## src/rtl/imem_load_if.sv

```systemverilog
// Loader / instruction-memory bus between the boot stream source, the IF stage
// and the instruction memory.
//   slave  : controller side (imem_load_ctrl)
//   master : environment side (stream source, IF-stage PC, memory)
// Signals:
//   in_valid/in_data/in_ready : byte stream with valid/ready handshake
//   reload                    : one-cycle restart request
//   fetch_addr                : IF-stage PC
//   mem_addr/mem_we/mem_wdata : instruction memory port
//   cpu_hold                  : pipeline freeze
//   load_done/load_err        : load status
`timescale 1ns/1ps
interface imem_load_if #(
  parameter int ADDR_W = 32
);
  logic              in_valid;
  logic [7:0]        in_data;
  logic              in_ready;
  logic              reload;
  logic [ADDR_W-1:0] fetch_addr;
  logic [ADDR_W-1:0] mem_addr;
  logic              mem_we;
  logic [7:0]        mem_wdata;
  logic              cpu_hold;
  logic              load_done;
  logic              load_err;

  modport slave (
    input  in_valid, in_data, reload, fetch_addr,
    output in_ready, mem_addr, mem_we, mem_wdata, cpu_hold, load_done, load_err
  );

  modport master (
    output in_valid, in_data, reload, fetch_addr,
    input  in_ready, mem_addr, mem_we, mem_wdata, cpu_hold, load_done, load_err
  );
endinterface

```

## src/rtl/imem_load_ctrl.sv

```systemverilog
// Boot/reload controller for the byte-wide instruction memory.
// Accepts a frame CNT_HI, CNT_LO, N payload bytes, CHK over a valid/ready byte
// stream, writes the payload from address 0 upward through one registered
// write stage, verifies the 8-bit additive checksum and then releases the CPU.
// Owns the memory address mux: loader pointer while loading, fetch_addr in RUN.
// Ports:
//   clk  : system clock
//   rst  : asynchronous active-high reset
//   bus  : imem_load_if.slave (stream, reload, fetch/memory port, status)
//
// state  | meaning
// HDR_HI | waiting for byte-count high byte
// HDR_LO | waiting for byte-count low byte, header validated here
// LOAD   | streaming payload bytes into memory
// CHK    | waiting for checksum byte
// RUN    | CPU running, memory address follows fetch_addr
// ERR    | fault seen, CPU held, waits for reload
`timescale 1ns/1ps
module imem_load_ctrl #(
  parameter int MEM_BYTES = 1024,
  parameter int ADDR_W    = 32,
  parameter int CNT_W     = 16
) (
  input  logic        clk,
  input  logic        rst,
  imem_load_if.slave  bus
);

  // One extra bit so the pointer can reach MEM_BYTES after a full load without wrapping.
  localparam int PTR_W = $clog2(MEM_BYTES) + 1;

  typedef enum logic [2:0] {
    S_HDR_HI,
    S_HDR_LO,
    S_LOAD,
    S_CHK,
    S_RUN,
    S_ERR
  } state_t;

  state_t            state;
  state_t            state_nxt;

  logic [CNT_W-1:0]  cnt;
  logic [PTR_W-1:0]  wptr;
  logic [7:0]        sum;
  logic              we_q;
  logic [7:0]        wdata_q;
  logic              done_q;

  logic              rdy;
  logic              accept;
  logic [CNT_W-1:0]  hdr_n;
  logic              hdr_bad;
  logic              sum_ok;
  logic              hold;
  logic [ADDR_W-1:0] addr_mux;

  assign rdy     = (state != S_RUN) && (state != S_ERR);
  assign accept  = bus.in_valid && rdy;
  assign hdr_n   = {cnt[CNT_W-1:8], bus.in_data};
  assign hdr_bad = (32'(hdr_n) > 32'(MEM_BYTES)) || (hdr_n[1:0] != 2'b00);
  assign sum_ok  = (bus.in_data == sum);

  always_ff @(posedge clk or posedge rst) begin
    if (rst) begin
      state <= S_HDR_HI;
    end else begin
      state <= state_nxt;
    end
  end

  always_comb begin
    state_nxt = state;
    hold      = 1'b1;
    addr_mux  = ADDR_W'(wptr);
    case (state)
      S_HDR_HI: begin
        if (accept) state_nxt = S_HDR_LO;
      end
      S_HDR_LO: begin
        if (accept) begin
          if (hdr_bad)             state_nxt = S_ERR;
          else if (hdr_n == '0)    state_nxt = S_CHK;
          else                     state_nxt = S_LOAD;
        end
      end
      S_LOAD: begin
        // cnt holds the bytes still expected; the accept at cnt==1 is the last one.
        if (accept && (cnt == CNT_W'(1))) state_nxt = S_CHK;
      end
      S_CHK: begin
        if (accept) state_nxt = sum_ok ? S_RUN : S_ERR;
      end
      S_RUN: begin
        hold     = 1'b0;
        addr_mux = bus.fetch_addr;
        if (bus.reload) state_nxt = S_HDR_HI;
      end
      S_ERR: begin
        if (bus.reload) state_nxt = S_HDR_HI;
      end
      default: begin
        state_nxt = S_HDR_HI;
      end
    endcase
  end

  always_ff @(posedge clk or posedge rst) begin
    if (rst) begin
      cnt     <= '0;
      wptr    <= '0;
      sum     <= '0;
      we_q    <= 1'b0;
      wdata_q <= '0;
      done_q  <= 1'b0;
    end else begin
      we_q   <= 1'b0;
      done_q <= 1'b0;
      // The pointer advances at the end of each write cycle, so the write
      // currently on the bus uses the pre-increment value.
      if (we_q) wptr <= wptr + PTR_W'(1);
      case (state)
        S_HDR_HI: begin
          if (accept) cnt <= CNT_W'({bus.in_data, 8'h00});
        end
        S_HDR_LO: begin
          if (accept) cnt <= hdr_n;
        end
        S_LOAD: begin
          if (accept) begin
            we_q    <= 1'b1;
            wdata_q <= bus.in_data;
            sum     <= sum + bus.in_data;
            cnt     <= cnt - CNT_W'(1);
          end
        end
        S_CHK: begin
          if (accept && sum_ok) done_q <= 1'b1;
        end
        S_RUN, S_ERR: begin
          if (bus.reload) begin
            cnt  <= '0;
            wptr <= '0;
            sum  <= '0;
          end
        end
        default: begin
          cnt <= '0;
        end
      endcase
    end
  end

  assign bus.in_ready  = rdy;
  assign bus.mem_addr  = addr_mux;
  assign bus.mem_we    = we_q;
  assign bus.mem_wdata = wdata_q;
  assign bus.cpu_hold  = hold;
  assign bus.load_done = done_q;
  assign bus.load_err  = (state == S_ERR);

endmodule

```

## src/flat_wrapper.sv

```systemverilog
// flat-port wrapper written by rule: the top's interface ports become plain ports
module imem_load_ctrl_flat 
#(
  parameter int MEM_BYTES = 1024,
  parameter int ADDR_W    = 32,
  parameter int CNT_W     = 16
)
  (clk, rst, bus_in_valid, bus_in_data, bus_reload, bus_fetch_addr, bus_in_ready, bus_mem_addr, bus_mem_we, bus_mem_wdata, bus_cpu_hold, bus_load_done, bus_load_err);
  imem_load_if #(.ADDR_W(ADDR_W)) bus_i ();
  input  logic clk;
  input  logic rst;
  input wire logic [$bits(bus_i.in_valid)-1:0] bus_in_valid;
  input wire logic [$bits(bus_i.in_data)-1:0] bus_in_data;
  input wire logic [$bits(bus_i.reload)-1:0] bus_reload;
  input wire logic [$bits(bus_i.fetch_addr)-1:0] bus_fetch_addr;
  output wire logic [$bits(bus_i.in_ready)-1:0] bus_in_ready;
  output wire logic [$bits(bus_i.mem_addr)-1:0] bus_mem_addr;
  output wire logic [$bits(bus_i.mem_we)-1:0] bus_mem_we;
  output wire logic [$bits(bus_i.mem_wdata)-1:0] bus_mem_wdata;
  output wire logic [$bits(bus_i.cpu_hold)-1:0] bus_cpu_hold;
  output wire logic [$bits(bus_i.load_done)-1:0] bus_load_done;
  output wire logic [$bits(bus_i.load_err)-1:0] bus_load_err;
  assign bus_i.in_valid = bus_in_valid;
  assign bus_i.in_data = bus_in_data;
  assign bus_i.reload = bus_reload;
  assign bus_i.fetch_addr = bus_fetch_addr;
  assign bus_in_ready = bus_i.in_ready;
  assign bus_mem_addr = bus_i.mem_addr;
  assign bus_mem_we = bus_i.mem_we;
  assign bus_mem_wdata = bus_i.mem_wdata;
  assign bus_cpu_hold = bus_i.cpu_hold;
  assign bus_load_done = bus_i.load_done;
  assign bus_load_err = bus_i.load_err;
  imem_load_ctrl #(.MEM_BYTES(MEM_BYTES), .ADDR_W(ADDR_W), .CNT_W(CNT_W)) u_core (.clk(clk), .rst(rst), .bus(bus_i));
endmodule
```

## config.mk

```make
export PLATFORM = sky130hd
export DESIGN_NAME = imem_load_ctrl_flat
export DESIGN_NICKNAME = d
export VERILOG_FILES = /design/src/rtl/imem_load_if.sv /design/src/rtl/imem_load_ctrl.sv /design/src/flat_wrapper.sv
export SDC_FILE = /design/constraint.sdc
export NUM_CORES = 1
export LEC_CHECK = 0
export BUFFER_PORTS_ARGS = -buffer_cell sky130_fd_sc_hd__buf_2
export CAP_MARGIN = 15
export CORE_MARGIN = 2
export CORE_UTILIZATION = 47
export DETAILED_ROUTE_END_ITERATION = 8
export HOLD_SLACK_MARGIN = 0.02
export PLACE_DENSITY = 0.74
export SLEW_MARGIN = 15
export SYNTH_ARGS = -nofsm -noshare
export SYNTH_HDL_FRONTEND = slang
export SYNTH_SLANG_ARGS = --single-unit
```

## constraint.sdc

```tcl
create_clock -name clk -period 1.6 [get_ports clk]
set_input_delay 0.16 -clock clk [delete_from_list [all_inputs] [get_ports clk]]
set_output_delay 0.16 -clock clk [all_outputs]
set_load 0.02 [all_outputs]
```

Yosys cells after proc, flatten, opt, wreduce, memory -nomap -nowiden
Cells that the tools add are included.
{ "totals": {"elab_cells": 70, "rom_bits": 0, "register_bits": 48, "latch_bits": 0, "n_memories": 0, "out_inout_bits": 45, "ramBits": 0, "input_bits": 44} }
{ "classes": {"magnitude_cmp": 1, "mul": 0, "addsub": 3, "n_reduce_logical": 15, "mux": 26, "shift": 0, "n_eq_ne": 15, "n_bitwise": 2, "n_div": 0} }
{ "ops": {"columns": ["operator", "count"], "rows": [
  ["16-bit one-hot mux with 5 select lines", 1],
  ["16-bit two-way mux", 3],
  ["11-bit two-way mux", 3],
  ["32-bit two-way mux", 1],
  ["8-bit two-way mux", 3],
  ["3-bit two-way mux", 6],
  ["16-bit by 1-bit equality test with 1-bit output, second input constant", 1],
  ["16-bit by 11-bit > comparator with 1-bit output, second input constant", 1],
  ["16-bit zero test", 1],
  ["8-bit one-hot mux with 2 select lines", 1],
  ["16-bit by 1-bit subtractor with 16-bit output, second input constant", 1],
  ["3-bit one-hot mux with 5 select lines", 1],
  ["5-bit AND reduction", 3],
  ["2-bit by 1-bit inequality test with 1-bit output, second input constant", 6],
  ["11-bit by 1-bit adder with 11-bit output, second input constant", 1],
  ["8-bit adder", 1],
  ["8-bit equality test", 1],
  ["1-bit two-way mux", 7],
  ["3-bit by 2-bit equality test with 1-bit output, second input constant", 2],
  ["3-bit equality test, second input constant", 2],
  ["3-bit inequality test, second input constant", 2],
  ["1-bit logical AND", 4],
  ["2-bit nonzero test", 2],
  ["3-bit by 1-bit equality test with 1-bit output, second input constant", 1],
  ["other kinds (6)", 7]
]} }

Longest topological paths before layout
{ "depth": {"word_depth": 6, "ltp_mapped": 8, "ltp_nobuf": 7} }

Worst setup path after synthesis
OpenSTA, ideal clock, no wires.
{ "synth_timing": {"path_kind": "reg-to-output", "from": "reg u_core.state[2]", "to": "out bus_mem_addr[7]", "setup_slack_ns": -0.192, "required_time_ns": 1.440, "stages_incl_launch_ff": 7, "path_buffers": 2, "arrival_time_ns": 1.632, "path_cell_list": "dfrtp_1 > buf_2 > and2b_1 > inv_1 > nor2_2 > buf_2 > mux2_1"} }
{ "synth_between": {"elab_chain_cells": 2} }
{ "synth_lines": {"columns": ["item", "line_no", "source"], "rows": [
  ["from (decl)", "imem_load_ctrl.sv:41", "state_t state;"],
  ["from (signal assigned)", "imem_load_ctrl.sv:69", "state <= state_nxt;"],
  ["3-bit equality test", "imem_load_ctrl.sv:77", "case (state)"],
  ["32-bit two-way mux", "imem_load_ctrl.sv:77", null],
  ["to (decl)", "flat_wrapper.sv:17", "output wire logic [$bits(bus_i.mem_addr)-1:0] bus_mem_addr;"]
]} }
No other way between the ends.

Worst setup path in the final report
{ "layout_timing": {"from": "reg u_core.state[1]", "to": "out bus_mem_addr[13]"} }
The elaborated chain is that of the path after synthesis.

==> run_summary.xml <==
<?xml version="1.0" encoding="UTF-8"?>
<metrics>
  <group name="grt">
    <metric name="globalRouteMet1Util" unit="">0.318</metric>
    <metric name="grtUsageMet3" unit="">0.0452</metric>
    <metric name="grt_max_degree" unit="">32</metric>
    <metric name="antenna_violations_before_repair" unit="">0</metric>
    <metric name="top_usage_layer" unit="">met2</metric>
    <metric name="grt_util_met2" unit="">0.435</metric>
    <metric name="wire_length_of_the_first_global_routing_pass" unit="um">14600</metric>
    <metric name="groute.usage.overall" unit="">0.252</metric>
    <metric name="via_count_of_the_first_global_routing_pass" unit="">3045</metric>
    <metric name="grt_remaining_overflow" unit="">0</metric>
  </group>
  <group name="outcome">
    <metric name="violations_in_the_final_reports" unit="">negative setup slack</metric>
    <metric name="outcome" unit="">complete, but fails checks</metric>
  </group>
  <group name="floorplan">
    <metric name="die_area" unit="um2">7170</metric>
    <metric name="fp.dieW" unit="um">84.7</metric>
    <metric name="row_count" unit="">29</metric>
    <metric name="pin_count" unit="">89</metric>
    <metric name="core_area" unit="um2">6310</metric>
    <metric name="initial_util" unit="">0.485</metric>
    <metric name="die_height" unit="um">84.7</metric>
  </group>
  <group name="logic_synthesis">
    <metric name="synth.cell_area" unit="um2">3060</metric>
    <metric name="seq_area_frac_synth" unit="">0.393</metric>
    <metric name="netlist.top_cell.by_area" unit="">sky130_fd_sc_hd__dfrtp_1</metric>
    <metric name="synth_area_leaders" unit="">sky130_fd_sc_hd__dfrtp_1, sky130_fd_sc_hd__nand2_1, sky130_fd_sc_hd__and2_1</metric>
    <metric name="synth-warning-count" unit="">0</metric>
    <metric name="ys_types" unit="">48</metric>
    <metric name="mean_post_synth_cell_area" unit="um2">8.92</metric>
    <metric name="ys_seq_elements" unit="">48</metric>
    <metric name="ys_dominant_reg_cell" unit="">sky130_fd_sc_hd__dfrtp_1</metric>
    <metric name="synth_enable_flop_cells" unit="">0</metric>
    <metric name="post-synth-top-area-fraction" unit="">0.393</metric>
    <metric name="async_flop_share" unit="">1.00</metric>
    <metric name="synth_fp_nets" unit="">398</metric>
    <metric name="syn_inst" unit="">343</metric>
  </group>
  <group name="clocking">
    <metric name="number_of_sinks_handled_by_clock_tree_synthesis" unit="">48</metric>
    <metric name="cts_tree" unit="">built</metric>
    <metric name="path_clk_slew" unit="ns">0.08</metric>
    <metric name="ctsLongestPathBuffers" unit="">2</metric>
    <metric name="cts_inserted_buffers" unit="">5</metric>
    <metric name="htreeDepth" unit="">2</metric>
    <metric name="ctsRootBufferMaster" unit="">sky130_fd_sc_hd__clkbuf_8</metric>
    <metric name="clk-insertion-delay-late" unit="ns">0.30</metric>
  </group>
  <group name="power_and_ir_drop">
    <metric name="power_switching" unit="mW">3.20</metric>
    <metric name="power_leakage" unit="nW">2.26</metric>
    <metric name="power.switching_fraction" unit="">0.411</metric>
    <metric name="pwr-share-comb" unit="">0.638</metric>
    <metric name="power.ir.vdd_worst" unit="uV">1120</metric>
    <metric name="total_power_density_per_cell_area" unit="nW/um2">1680</metric>
    <metric name="internal-power" unit="mW">4.58</metric>
    <metric name="clock_power_share" unit="">0.131</metric>
    <metric name="seq_power_share" unit="">0.232</metric>
  </group>
  <group name="sta">
    <metric name="tightestPinTransition" unit="ns">0.407</metric>
    <metric name="finalCriticalPeriod" unit="ns">1.92</metric>
    <metric name="final_worst_path_period_share" unit="">1.20</metric>
    <metric name="setup_total_negative_slack" unit="ns">-9.47</metric>
    <metric name="grt_setup_unrepaired" unit="">true</metric>
    <metric name="hold_slack" unit="ns">0.101</metric>
    <metric name="final_critical_path_setup_slack" unit="ns">-0.316</metric>
    <metric name="fin_skew" unit="ns">0.00440</metric>
    <metric name="final-max-slew-violation-count" unit="">0</metric>
    <metric name="timing_hold_violations_final" unit="">0</metric>
    <metric name="setup-violations-final" unit="">43</metric>
    <metric name="fmax" unit="MHz">522</metric>
    <metric name="relSlewSlack" unit="">0.728</metric>
  </group>
  <group name="setup_path">
    <metric name="worst-endpoint-arrival" unit="ns">1.76</metric>
    <metric name="timing.critical_path.to_type" unit="">primary output</metric>
    <metric name="r2r.worst_path.cells" unit="">6</metric>
    <metric name="worst-path-max-fanout" unit="">16</metric>
    <metric name="ff2ff_setup_slack" unit="ns">-0.15</metric>
    <metric name="worstReg2RegStart" unit="">u_core.cnt[2]</metric>
    <metric name="cp-start-kind" unit="">register</metric>
    <metric name="criticalPathCategory" unit="">register to primary output</metric>
    <metric name="critical_path_required" unit="ns">1.44</metric>
    <metric name="worstReg2RegEnd" unit="">u_core.cnt[11]</metric>
  </group>
  <group name="layout">
    <metric name="mostFrequentLayoutCell" unit="">sky130_fd_sc_hd__buf_4</metric>
    <metric name="final-instance-count-excl-fill" unit="">566</metric>
    <metric name="final_net_count" unit="">544</metric>
    <metric name="synthToLayoutAreaGrowth" unit="%">50.9</metric>
    <metric name="post_route_cells_drive_above_1_share" unit="">0.440</metric>
    <metric name="n_antenna_cell" unit="">0</metric>
    <metric name="layout_common_cells" unit="">sky130_fd_sc_hd__buf_4, sky130_fd_sc_hd__buf_2, sky130_fd_sc_hd__nand2_1, sky130_fd_sc_hd__dfrtp_1, sky130_fd_sc_hd__nor2_1</metric>
  </group>
  <group name="routing">
    <metric name="drt-pass1-iter-count" unit="">5</metric>
    <metric name="drtIter0Drc" unit="">248</metric>
    <metric name="route.final.wire_length" unit="um">9640</metric>
    <metric name="antenna_left" unit="">0</metric>
    <metric name="routedWlPerCell" unit="um">17.0</metric>
    <metric name="routed_via_density" unit="">5.71</metric>
    <metric name="detailroute.via_count" unit="">3233</metric>
    <metric name="route.detailed.drc" unit="">0</metric>
  </group>
  <group name="placed_design">
    <metric name="post-dp-hpwl" unit="um">6410</metric>
    <metric name="place.gp.congestion" unit="">0.913</metric>
    <metric name="portBuffers" unit="">88</metric>
    <metric name="dp_cells" unit="">544</metric>
  </group>
  <group name="hold_path">
    <metric name="min_path_cells" unit="">2</metric>
    <metric name="hold_start" unit="">bus_reload</metric>
    <metric name="timing.hold.worst.class" unit="">primary input to register</metric>
    <metric name="hold-path-endpoint" unit="">u_core.state[2]</metric>
  </group>
  <group name="flow_run">
    <metric name="cap_viol_max_count" unit="">0</metric>
  </group>
</metrics>
## synthesized netlist by cell type (6+ instances only)
cell type,n
sky130_fd_sc_hd__xnor2_1,9
sky130_fd_sc_hd__nor3_1,11
sky130_fd_sc_hd__nor2_1,26
sky130_fd_sc_hd__buf_2,7
sky130_fd_sc_hd__nand4_1,6
sky130_fd_sc_hd__xor2_1,9
sky130_fd_sc_hd__nand2_1,50
sky130_fd_sc_hd__a31oi_1,7
sky130_fd_sc_hd__nand3_1,16
sky130_fd_sc_hd__o21ai_0,15
sky130_fd_sc_hd__a21oi_1,11
sky130_fd_sc_hd__dfrtp_1,48
sky130_fd_sc_hd__and2_1,24
sky130_fd_sc_hd__mux2_2,9
sky130_fd_sc_hd__nor4_1,6
sky130_fd_sc_hd__clkbuf_1,6
sky130_fd_sc_hd__inv_1,10
sky130_fd_sc_hd__a221o_1,6
sky130_fd_sc_hd__ha_1,10
sky130_fd_sc_hd__o21ai_1,8
## per-stage QoR
step	total power [mW]	util	setup slack (ns)	cell area, um2
3_3_place_gp	5.55	0.630	-0.0477	3980
3_5_place_dp	5.65	0.630	-0.124	3980
2_1_floorplan	4.09	-	-0.0169	3080
5_1_grt	8.24	0.731	-0.373	4620
6_report	7.78	0.731	-0.316	4620
4_1_cts	7.09	0.679	-0.283	4280
## flip-flops by register name, summed over array words and instances (netlist names)
register,flops
u_core.cnt,16
u_core.wptr,11
u_core.bus.mem_wdata,8
u_core.sum,8
u_core.state,3
u_core.bus.load_done,1
u_core.bus.mem_we,1
## power groups by stage
stage          registers [mW]  logic, mW  clock network (mW)
2_1_floorplan            1.93       2.16                   0
3_3_place_gp             1.79       3.75                   0
3_5_place_dp             1.80       3.85                   0
4_1_cts                  1.78       4.28                1.03
5_1_grt                  1.83       5.32                1.09
6_report                 1.80       4.96                1.02
## critical path: stages, from the launching register on
cell and delay (ns):
sky130_fd_sc_hd__dfrtp_1 0.38, sky130_fd_sc_hd__and2b_1 0.22, sky130_fd_sc_hd__inv_2 0.06, sky130_fd_sc_hd__nor2_4 0.16, sky130_fd_sc_hd__clkbuf_16 0.18, sky130_fd_sc_hd__buf_6 0.14
sky130_fd_sc_hd__and2_1 0.16, sky130_fd_sc_hd__buf_4 0.16
## per-layer routing
| metal | vias up | share of wire | routed length [um] |
|---|---|---|---|
| met1 | 1571 | 0.38 | 3700 |
| met5 | - | 0 | 0 |
| met4 | 0 | 0.035 | 335 |
| li1 | 1508 | - | - |
| met2 | 122 | 0.53 | 5110 |
| met3 | 32 | 0.051 | 491 |
## cells by family after synthesis
| family | after synthesis | synth area share |
|---|---|---|
| xor gates and xnor gates | 18 | 0.0515 |
| buffers and inverters | 24 | 0.0323 |
| muxes | 16 | 0.0569 |
| and+or+nand+nor | 160 | 0.278 |
| adders and majority gates | 11 | 0.0474 |
| AOI/OAI and AO/OA | 66 | 0.141 |
| DFF | 48 | 0.393 |
## layout make-up
class	count	area (um2)
Multi-Input combinational cell	271	2000
Fill cell	435	1700
Sequential cell	48	1200
Timing Repair Buffer	153	1150
Tap cell	77	96.3
Clock buffer	5	68.8
Clock inverter	2	60.1
Inverter	10	37.5
## worst max-delay path by stage
stage | from | to
after floorplan | u_core.cnt[4] | u_core.cnt[12]
after global placement | u_core.sum[0] | u_core.sum[6]
after detailed placement | u_core.cnt[5] | u_core.cnt[11]
after CTS | u_core.state[1] | bus_mem_addr[1]
after global routing | u_core.state[1] | bus_mem_addr[13]
final | u_core.state[1] | bus_mem_addr[13]
## repair_timing
item,in CTS,in global routing
hold endpoints to repair,17,0
gates resized for setup,25,75
setup endpoints to repair,45,51
pin swaps,3,14
buffers inserted,6,8
cloned,0,1
hold buffers,1,0
No activity file was read; power rests on OpenSTA's default activity.
